## config.mk

```make
export PLATFORM = sky130hd
export DESIGN_NAME = record_store_arbiter_flat
export DESIGN_NICKNAME = d
export VERILOG_FILES = /design/src/rtl/record_store_if.sv /design/src/rtl/record_store_arbiter.sv /design/src/flat_wrapper.sv
export SDC_FILE = /design/constraint.sdc
export NUM_CORES = 2
export LEC_CHECK = 0
export CAP_MARGIN = 20
export CORE_AREA = 2 2 694 558
export DETAILED_ROUTE_END_ITERATION = 6
export DIE_AREA = 0 0 696 560
export GPL_TIMING_DRIVEN = 0
export PLACE_DENSITY = 0.57
export SLEW_MARGIN = 15
export SYNTH_ARGS = -nofsm -noshare
export SYNTH_HDL_FRONTEND = slang
export SYNTH_SLANG_ARGS = --single-unit
```

## constraint.sdc

```tcl
create_clock -name clk -period 16 [get_ports clk]
set_input_delay 3.2 -clock clk [delete_from_list [all_inputs] [get_ports clk]]
set_output_delay 3.2 -clock clk [all_outputs]
set_load 0.02 [all_outputs]
```

## src/rtl/record_store_if.sv

```systemverilog
// Record store bus: page-side requests/grants between page modules and the arbiter.
interface record_store_if #(
    parameter int unsigned NUM_RD = 2,
    parameter int unsigned REC_W  = 256
);
    logic                  clr_req;
    logic                  clr_done;
    logic                  wr_req;
    logic [REC_W-1:0]      wr_data;
    logic                  wr_ack;
    logic [NUM_RD-1:0]     rd_req;
    logic [NUM_RD*8-1:0]   rd_idx;
    logic [NUM_RD-1:0]     rd_gnt;
    logic [NUM_RD-1:0]     rd_valid;
    logic                  rd_miss;
    logic [REC_W-1:0]      rd_data;
    logic [7:0]            record_count;
    logic                  busy;

    // Page modules: issue requests, observe grants and responses.
    modport master (
        output clr_req, wr_req, wr_data, rd_req, rd_idx,
        input  clr_done, wr_ack, rd_gnt, rd_valid, rd_miss, rd_data, record_count, busy
    );

    // Arbiter: owns the ring buffer and answers requests.
    modport slave (
        input  clr_req, wr_req, wr_data, rd_req, rd_idx,
        output clr_done, wr_ack, rd_gnt, rd_valid, rd_miss, rd_data, record_count, busy
    );
endinterface

```

## src/rtl/record_store_arbiter.sv

```systemverilog
// Play-record ring buffer with a single shared port: one writer, NUM_RD
// recency-addressed readers, and a sequenced bulk clear.
// Optional build macro RECORD_ARB_RR_EN: round-robin reader arbitration
// (otherwise fixed priority, lowest reader index wins).
module record_store_arbiter #(
    parameter int unsigned DEPTH  = 16,
    parameter int unsigned NUM_RD = 2,
    parameter int unsigned REC_W  = 256
) (
    input  logic          clk,
    input  logic          rst,
    record_store_if.slave bus
);
    localparam int unsigned AW = (DEPTH  > 1) ? $clog2(DEPTH)  : 1;
    localparam int unsigned RW = (NUM_RD > 1) ? $clog2(NUM_RD) : 1;

    typedef enum logic [0:0] {ST_IDLE, ST_CLEAR} state_t;

    state_t              state;
    state_t              state_nx;
    logic [AW-1:0]       head;
    logic [AW-1:0]       clr_idx;
    logic [7:0]          count;
    logic [REC_W-1:0]    mem [DEPTH];

    logic                clr_gnt;
    logic                wr_gnt;
    logic                rd_any;
    logic [RW-1:0]       rd_sel;
    logic [RW-1:0]       cand;
    logic [NUM_RD-1:0]   rd_gnt_c;
    logic [7:0]          idx_sel;
    logic [AW-1:0]       rd_addr;
    logic                rd_hit;
    logic                clr_last;

`ifdef RECORD_ARB_RR_EN
    logic [RW-1:0]       rr_ptr;
`endif

    // FSM state register.
    always_ff @(posedge clk or negedge rst) begin
        if (!rst) state <= ST_IDLE;
        else      state <= state_nx;
    end

    assign clr_last = (clr_idx == AW'(DEPTH - 1));

    // Next state: clear grant enters CLEAR, last slot returns to IDLE.
    always_comb begin
        state_nx = state;
        case (state)
            ST_IDLE:  if (clr_gnt)  state_nx = ST_CLEAR;
            ST_CLEAR: if (clr_last) state_nx = ST_IDLE;
            default:  state_nx = ST_IDLE;
        endcase
    end

    // Grant decode: one grant per IDLE cycle, clear > write > readers.
    always_comb begin
        clr_gnt  = 1'b0;
        wr_gnt   = 1'b0;
        rd_any   = 1'b0;
        rd_sel   = '0;
        cand     = '0;
        rd_gnt_c = '0;
        if (rst && state == ST_IDLE) begin
            if (bus.clr_req) begin
                clr_gnt = 1'b1;
            end else if (bus.wr_req) begin
                wr_gnt = 1'b1;
            end else begin
                for (int k = 0; k < int'(NUM_RD); k++) begin
`ifdef RECORD_ARB_RR_EN
                    cand = RW'((32'(rr_ptr) + 32'(k)) % NUM_RD);
`else
                    cand = RW'(k);
`endif
                    if (!rd_any && bus.rd_req[cand]) begin
                        rd_any = 1'b1;
                        rd_sel = cand;
                    end
                end
                if (rd_any) rd_gnt_c = NUM_RD'(1) << rd_sel;
            end
        end
    end

    assign idx_sel = bus.rd_idx[{rd_sel, 3'b000} +: 8];
    assign rd_addr = head - AW'(1) - idx_sel[AW-1:0];
    assign rd_hit  = (idx_sel < count);

    assign bus.rd_gnt       = rd_gnt_c;
    assign bus.busy         = (state == ST_CLEAR);
    assign bus.record_count = count;

    // Head/count bookkeeping, clear sequencing and registered responses.
    always_ff @(posedge clk or negedge rst) begin
        if (!rst) begin
            head         <= '0;
            count        <= '0;
            clr_idx      <= '0;
            bus.wr_ack   <= 1'b0;
            bus.clr_done <= 1'b0;
            bus.rd_valid <= '0;
            bus.rd_miss  <= 1'b0;
            bus.rd_data  <= '0;
        end else begin
            bus.wr_ack   <= wr_gnt;
            bus.clr_done <= 1'b0;
            bus.rd_valid <= rd_gnt_c;
            if (wr_gnt) begin
                head <= head + AW'(1);
                if (count < 8'(DEPTH)) count <= count + 8'd1;
            end
            if (clr_gnt) clr_idx <= '0;
            if (state == ST_CLEAR) begin
                clr_idx <= clr_idx + AW'(1);
                if (clr_last) begin
                    head         <= '0;
                    count        <= '0;
                    bus.clr_done <= 1'b1;
                end
            end
            if (rd_any) begin
                bus.rd_miss <= !rd_hit;
                bus.rd_data <= rd_hit ? mem[rd_addr] : '0;
            end
        end
    end

    // Record RAM write port: appends and clear zeroing (contents not reset).
    always_ff @(posedge clk) begin
        if (wr_gnt)                 mem[head]    <= bus.wr_data;
        else if (state == ST_CLEAR) mem[clr_idx] <= '0;
    end

`ifdef RECORD_ARB_RR_EN
    // Round-robin pointer: next search starts after the last granted reader.
    always_ff @(posedge clk or negedge rst) begin
        if (!rst)        rr_ptr <= '0;
        else if (rd_any) rr_ptr <= RW'((32'(rd_sel) + 32'd1) % NUM_RD);
    end
`endif

endmodule

```

## src/flat_wrapper.sv

```systemverilog
// flat-port wrapper written by rule: the top's interface ports become plain ports
module record_store_arbiter_flat 
#(
    parameter int unsigned DEPTH  = 16,
    parameter int unsigned NUM_RD = 2,
    parameter int unsigned REC_W  = 256
)
  (clk, rst, bus_clr_req, bus_wr_req, bus_wr_data, bus_rd_req, bus_rd_idx, bus_clr_done, bus_wr_ack, bus_rd_gnt, bus_rd_valid, bus_rd_miss, bus_rd_data, bus_record_count, bus_busy);
  record_store_if #(.NUM_RD(NUM_RD), .REC_W(REC_W)) bus_i ();
  input  logic clk;
  input  logic rst;
  input wire logic [$bits(bus_i.clr_req)-1:0] bus_clr_req;
  input wire logic [$bits(bus_i.wr_req)-1:0] bus_wr_req;
  input wire logic [$bits(bus_i.wr_data)-1:0] bus_wr_data;
  input wire logic [$bits(bus_i.rd_req)-1:0] bus_rd_req;
  input wire logic [$bits(bus_i.rd_idx)-1:0] bus_rd_idx;
  output wire logic [$bits(bus_i.clr_done)-1:0] bus_clr_done;
  output wire logic [$bits(bus_i.wr_ack)-1:0] bus_wr_ack;
  output wire logic [$bits(bus_i.rd_gnt)-1:0] bus_rd_gnt;
  output wire logic [$bits(bus_i.rd_valid)-1:0] bus_rd_valid;
  output wire logic [$bits(bus_i.rd_miss)-1:0] bus_rd_miss;
  output wire logic [$bits(bus_i.rd_data)-1:0] bus_rd_data;
  output wire logic [$bits(bus_i.record_count)-1:0] bus_record_count;
  output wire logic [$bits(bus_i.busy)-1:0] bus_busy;
  assign bus_i.clr_req = bus_clr_req;
  assign bus_i.wr_req = bus_wr_req;
  assign bus_i.wr_data = bus_wr_data;
  assign bus_i.rd_req = bus_rd_req;
  assign bus_i.rd_idx = bus_rd_idx;
  assign bus_clr_done = bus_i.clr_done;
  assign bus_wr_ack = bus_i.wr_ack;
  assign bus_rd_gnt = bus_i.rd_gnt;
  assign bus_rd_valid = bus_i.rd_valid;
  assign bus_rd_miss = bus_i.rd_miss;
  assign bus_rd_data = bus_i.rd_data;
  assign bus_record_count = bus_i.record_count;
  assign bus_busy = bus_i.busy;
  record_store_arbiter #(.DEPTH(DEPTH), .NUM_RD(NUM_RD), .REC_W(REC_W)) u_core (.clk(clk), .rst(rst), .bus(bus_i));
endmodule
```

# Word level (Yosys, flattened, before mapping)

Memories as Yosys holds them, arrays and structs flattened.
Index checks and enable logic that the tools add are counted.

Bits in registers: 278
Latch bits: 0
Memory bits (writable): 4096
Memory bits (read-only): 0
Bits of input ports: 278
Output and inout bits: 272
Logic and storage cells: 77
Memories: 1

Memory list:

| memory     | depth | bits a word | rd ports | clocked after memory_dff | wr ports | RTL line                   | RTL |
|---|---|---|---|---|---|---|---|
| u_core.mem | 16    | 256         | 1        | 0                        | 1        | record_store_arbiter.sv:24 | `logic [REC_W-1:0] mem [DEPTH];` |

Add/sub/neg operators: 5
$mul: 0
Divide/modulo/power cells: 0
$lt $le $gt $ge: 2
Eq/ne operators: 1
Shift-type cells: 2
Muxes and demuxes: 50
Bitwise gates (word level): 1
Reduce and logical (&&, ||, !) cells: 6

Operators with widths:

| kind                  | count |
|---|---|
| $mux W256             | 2 |
| $reduce_or A256 Y1    | 1 |
| $mux W1               | 33 |
| $mux W8               | 4 |
| $mux W4               | 6 |
| $shiftx A16 B5 Y8     | 1 |
| $add A4 B1 Y4 const B | 2 |
| $add A8 B1 Y8 const B | 1 |
| $lt A8 B5 Y1 const B  | 1 |
| $lt A8 B8 Y1          | 1 |
| $mux W2               | 4 |
| $eq A4 B4 Y1 const B  | 1 |
| $sub A4 B1 Y4 const B | 1 |
| $sub A4 B4 Y4         | 1 |
| $logic_and A1 B1 Y1   | 2 |
| $logic_not A1 Y1      | 2 |
| $pmux W1 S2           | 1 |
| $reduce_bool A2 Y1    | 1 |
| $shl A1 B1 Y2 const A | 1 |
| $not A1 Y1            | 1 |

# Longest topological paths before layout

An unclocked memory read counts as a cell.

Depth after elaboration: 17
Mapped depth: 15
Mapped depth without buffers: 11

# Worst setup path before layout

No wires, ideal clock.

Path kind: input port to flip-flop
Start point: input bus_clr_req
End point: memory u_core.mem[5][0] (enable)
Library setup time: 879 ps
Data arrival time: 14748 ps
Required time: 15121 ps
Path slack: 373 ps
Stages: 5
Buffers on the path: 1
Cells stage by stage: nor4bb_1 > clkbuf_1 > nand2_1 > o22a_1 > nor2_1

Longest elaborated chain between the ends: 6
Elaborated cells on any way between the ends: 9
Those cells by class: mux: 8; reduce/logical: 1

Ends and longest elaborated chain:

| what                                                | RTL line                    | RTL |
|---|---|---|
| start, declared                                     | flat_wrapper.sv:12          | `input wire logic [$bits(bus_i.clr_req)-1:0] bus_clr_req;` |
| $mux W1 *                                           | record_store_arbiter.sv:68  | `if (bus.clr_req) begin` |
| $mux W1 *                                           | record_store_arbiter.sv:67  | `if (rst && state == ST_IDLE) begin` |
| via u_core.wr_gnt                                   | record_store_arbiter.sv:27  | `logic wr_gnt;` |
| $mux W1                                             | record_store_arbiter.sv:134 | `if (wr_gnt) mem[head] <= bus.wr_data;` |
| $mux W1 (not written as such)                       | record_store_arbiter.sv:135 | `else if (state == ST_CLEAR) mem[clr_idx] <= '0;` |
| $reduce_or A256 Y1 (no source line)                 | --                          |  |
| $mux W4 (no source line) or $mux W1 (tied branches) | --                          |  |
| end, declared                                       | record_store_arbiter.sv:24  |  |

The timed path passes the listed nets; every way through them passes the cells marked *.

# Final worst setup path

Start point: input rst
End point: register u_core.bus.rd_data[201]

Longest elaborated chain between the ends: 6
Elaborated cells on any way between the ends: 8
Those cells by class: add/sub: 1; order compare: 1; shift: 1; mux: 3; reduce/logical: 1; memory: 1

Ends and longest elaborated chain:

| what                  | RTL line                    | RTL |
|---|---|---|
| start, declared       | flat_wrapper.sv:11          | `input logic rst;` |
| $logic_and A1 B1 Y1 * | record_store_arbiter.sv:67  |  |
| $mux W1               | record_store_arbiter.sv:67  |  |
| $shiftx A16 B5 Y8     | record_store_arbiter.sv:89  | `assign idx_sel = bus.rd_idx[{rd_sel, 3'b000} +: 8];` |
| $sub A4 B4 Y4         | record_store_arbiter.sv:90  | `assign rd_addr = head - AW'(1) - idx_sel[AW-1:0];` |
| $mem_v2 Z16 W256      | --                          |  |
| $mux W256             | record_store_arbiter.sv:127 | `bus.rd_data <= rd_hit ? mem[rd_addr] : '0;` |
| end signal, assigned  | record_store_arbiter.sv:127 |  |
| end, declared         | record_store_if.sv:29       | `output clr_done, wr_ack, rd_gnt, rd_valid, rd_miss, rd_data, record_count, busy` |

Mark *: on every way between the ends. The rest lies on a longest branch, timed or not.
A chain may end at the register's enable or synchronous reset.

==> impl_results.md <==
- Post-CTS Hold Buffers: 0
- Worst path bufs/invs: 7
- Largest net degree at the start of global routing: 81
- TritonRoute pass-1 iters: 5
- Mapped Nets: 7868
- Slew headroom: 21.43%
- Final Hold Fails: 0
- DRC violations left: 0
- Power per cell area: around 200 mW/mm2
- Iter 0 DRT Violations: 9680
- Clk sinks: ~4400
- Post-CTS sizing: 0
- Synth area leader: edfxtp_1
- Crit-path slowest cell: clkbuf_1
- Post-detailed-route count of antenna-violating nets: 0
- Worst Hold Class: reg2reg
- Sequential share of the synthesized area: 77.49%
- Vias in the first global route: 86044
- Period minus WS final: about 9400 ps
- RSZ-0062 raised after global routing: no
- Final HPWL DP: 310400 um
- Clock Pin Slew Worst Setup and Hold Paths: 60 ps
- Synth Instances: 7576
- Nets: 9249
- CTS Buf Count: 433
- # setup viols final: 0
- Element type at the critical path end: flip-flop
- Routability cong.: 0.7740
- Int Power: 27380 uW
- Global-route wire length before repair: around 650000 um
- Avg WL per Cell: ~32 um
- Sw frac: 31.64%
- CTS max path bufs: 4
- Status: complete, no violations
- Critical Path AT: 10270 ps
- Syn. warnings: 0
- Critical path required time: 16840 ps
- Fill cells: 29499
- Final Cycle Share: 58.92%
- CP startpoint kind: primary input
- Placement Setup Slack: about 5600 ps
- Die Wd: 696 um
- CTS tree: done
- Initial antenna violation count: 32
- Worst-path maximum fanout: 80
- Clk_skew: a little over 40 ps
- Setup bufs post-CTS: 0
- Max-Cap Viols: 0
- Worst slew pin tran: 1179 ps
- Core area: 0.3836 mm2
- Power share of the clock group: 26.7%
- Setup TNS Final: 0 ps
- CP Class: in2reg
- #FFs+latches synth: roughly 4400
- Syn_area_per_cell: 22.14 um2
- Chip Height: about 560 um
- Area Growth Syn to Fin: 20.98%
- Combinational Power Share: 33.7%
- CP peak stage delay: 760 ps
- Via density: about 6
- Area of the mapped netlist: 0.1677 mm2
- Seq pwr share: 39.6%
- Leakage: 0.06755 uW
- Final Max Tran Viols: 0
- Worst setup margin: about 6600 ps
- Final wirelength: between 400000 and 500000 um
- Peak Freq: between 0.1 and 0.15 GHz
- Share of layout cells above drive strength 1: 24.04%
- Die area: 0.3898 mm2
- Synth top area share: 73.34%
- Sw Pwr: 12670 uW
- Grt ovf: 0
- Worst vdd ir: about 0.11 mV
- Gr usage total: 23.69%
- Io pins: 550
- Critical Path, Cell by Cell: buf_8, buf_16, nor4b_4, nand2_1, inv_1, a21oi_1, ha_1, fa_1, clkbuf_1, clkbuf_2, clkbuf_2, clkbuf_1, mux4_2, mux2i_1, o21ai_0, a32o_1
- I/O Buffers: approximately 550
- Clk_lat worst skew: 980 ps
- Cell family with the largest share of critical-path delay: buffers and inverters
- H-tree depth: 5
- Starting Density: 43.72%
- Root buffer cell: clkbuf_16
- FP Rows: 204
- R2r setup slk: 9220 ps
- Via count: 85032
- Synth cell types: 45
- Top cells by area, synth: edfxtp_1 73%, mux4_2 14%, dfrtp_1 4.1%
==> worst register-to-register path, delay by kind of cell, from the launching register on <==
family | cells | cell delay [ps]
AOI/OAI and AO/OA | 3 | 1110
and+or+nand+nor | 2 | 800
DFF | 1 | 500
buffers and inverters | 5 | 2860
adders and majority gates | 2 | 770
muxes | 2 | 610
==> registers in the layout (all words and copies together) (netlist names) <==
register,cells
u_core.head,4
u_core.bus.rd_data,256
u_core.bus.busy,1
u_core.bus.clr_done,1
u_core.bus.rd_valid,2
u_core.clr_idx,4
u_core.mem,4096
u_core.bus.rd_miss,1
u_core.bus.record_count,8
u_core.bus.wr_ack,1
==> metal layers <==
metal,part of all wire (%),up-vias,global-route usage (%)
li1,-,34843,-
met1,43,46315,34.62
met2,48,3264,37.43
met3,6.4,610,3.177
met4,3.2,0,7.148
met5,0,-,0
==> metrics by stage <==
stage	instances	instance area, um2	power, uW	util [%]	hold WS, ps
final	14517	202900	40050	52.89	487.1
after global routing	14497	202800	41590	52.87	511.2
after CTS	14422	202100	40310	52.69	494.6
after detailed placement	13602	187100	29640	48.77	480.4
after global placement	13275	179600	30210	46.83	475.9
after floorplan	7576	167700	24540	-	497.7
==> cell families after synthesis <==
logic type / count (synthesis) / synth area share [%]
AND/OR/NAND/NOR: 594 / 1.945
XOR/XNOR: 7 / 0.03656
adder cells (fa/ha/maj): 14 / 0.1089
multiplexers: 1538 / 16.82
buffers and inverters: 503 / 1.171
flip-flops: 4374 / 77.49
AO/OA/AOI/OAI: 546 / 2.431
==> cell usage after synthesis (all sizes together) <==
cell type,n
nor2,36
nand4b,1
fa,1
mux4,1024
nand2b,1
a31oi,2
or4,1
nor4b,1
o22ai,1
nand4,4
a211oi,2
and2,1
xnor2,5
a21boi,1
a21bo,1
o21a,1
dfrtp,278
mux2i,514
edfxtp,4096
a32oi,1
o22a,2
o211a,1
ha,13
o211ai,1
o21ai,259
nor2b,257
and3b,1
a32o,256
buf,149
nor3,1
o32a,2
xor2,2
a211o,1
nand3,262
clkbuf,336
a21oi,14
nor4bb,1
inv,18
and4,1
nand2,26
a311oi,1
==> layout make-up <==
type                    instances  area (um2)  share of cell area, %
diodes                         25       62.56                0.03083
flip-flops and latches       4374      130000                  64.05
plain buffers                 485        1948                 0.9602
inverters                      18       67.56                0.03330
multi-input cells            2699       35990                  17.74
clock inverters               251        3029                  1.493
clock buffers                 569       12010                  5.919
well taps                    5150        6444                  3.176
repair buffers                946       13390                  6.599
==> final timing paths <==
| path | end | from | depth (start not counted) |
|---|---|---|---|
| worst max register to register | u_core.bus.rd_data[201] | u_core.bus.busy | 14 |
| max in group asynchronous | u_core.bus.rd_data[114] | rst | 3 |
| worst min register to register | u_core.bus.rd_data[6] | u_core.bus.rd_data[6] | 1 |
| min in group asynchronous | u_core.bus.rd_data[230] | rst | 1 |
| worst max-delay path | u_core.bus.rd_data[201] | rst | 16 |
| worst min-delay path | u_core.bus.rd_data[6] | u_core.bus.rd_data[6] | 1 |
==> power by group through the flow <==
stage	Clock [uW]	Combinational, uW	Sequential, uW
floorplan	0	7650	16900
global placement	0	12200	18000
detailed placement	0	13500	16100
CTS	10900	13600	15900
global route	11300	14300	16000
finish	10700	13500	15900
==> cells in the final DEF (no fill, tap or decap), types with 16 or more instances in the layout <==
| cell | n |
|---|---|
| a32o_1 | 256 |
| buf_1 | 83 |
| buf_12 | 189 |
| buf_16 | 115 |
| buf_2 | 65 |
| buf_4 | 47 |
| buf_6 | 28 |
| buf_8 | 19 |
| bufinv_16 | 62 |
| clkbuf_1 | 381 |
| clkbuf_16 | 443 |
| clkbuf_2 | 37 |
| clkbuf_8 | 45 |
| clkdlybuf4s50_1 | 548 |
| clkinv_1 | 68 |
| clkinv_2 | 71 |
| clkinvlp_4 | 18 |
| dfrtp_1 | 278 |
| diode_2 | 25 |
| edfxtp_1 | 4096 |
| inv_1 | 18 |
| mux2i_1 | 514 |
| mux4_2 | 1024 |
| nand2_1 | 26 |
| nand3_1 | 262 |
| nor2_1 | 20 |
| nor2_4 | 16 |
| nor2b_1 | 228 |
| nor2b_2 | 29 |
| o21ai_0 | 251 |
Power figures use the tool's default switching activity.
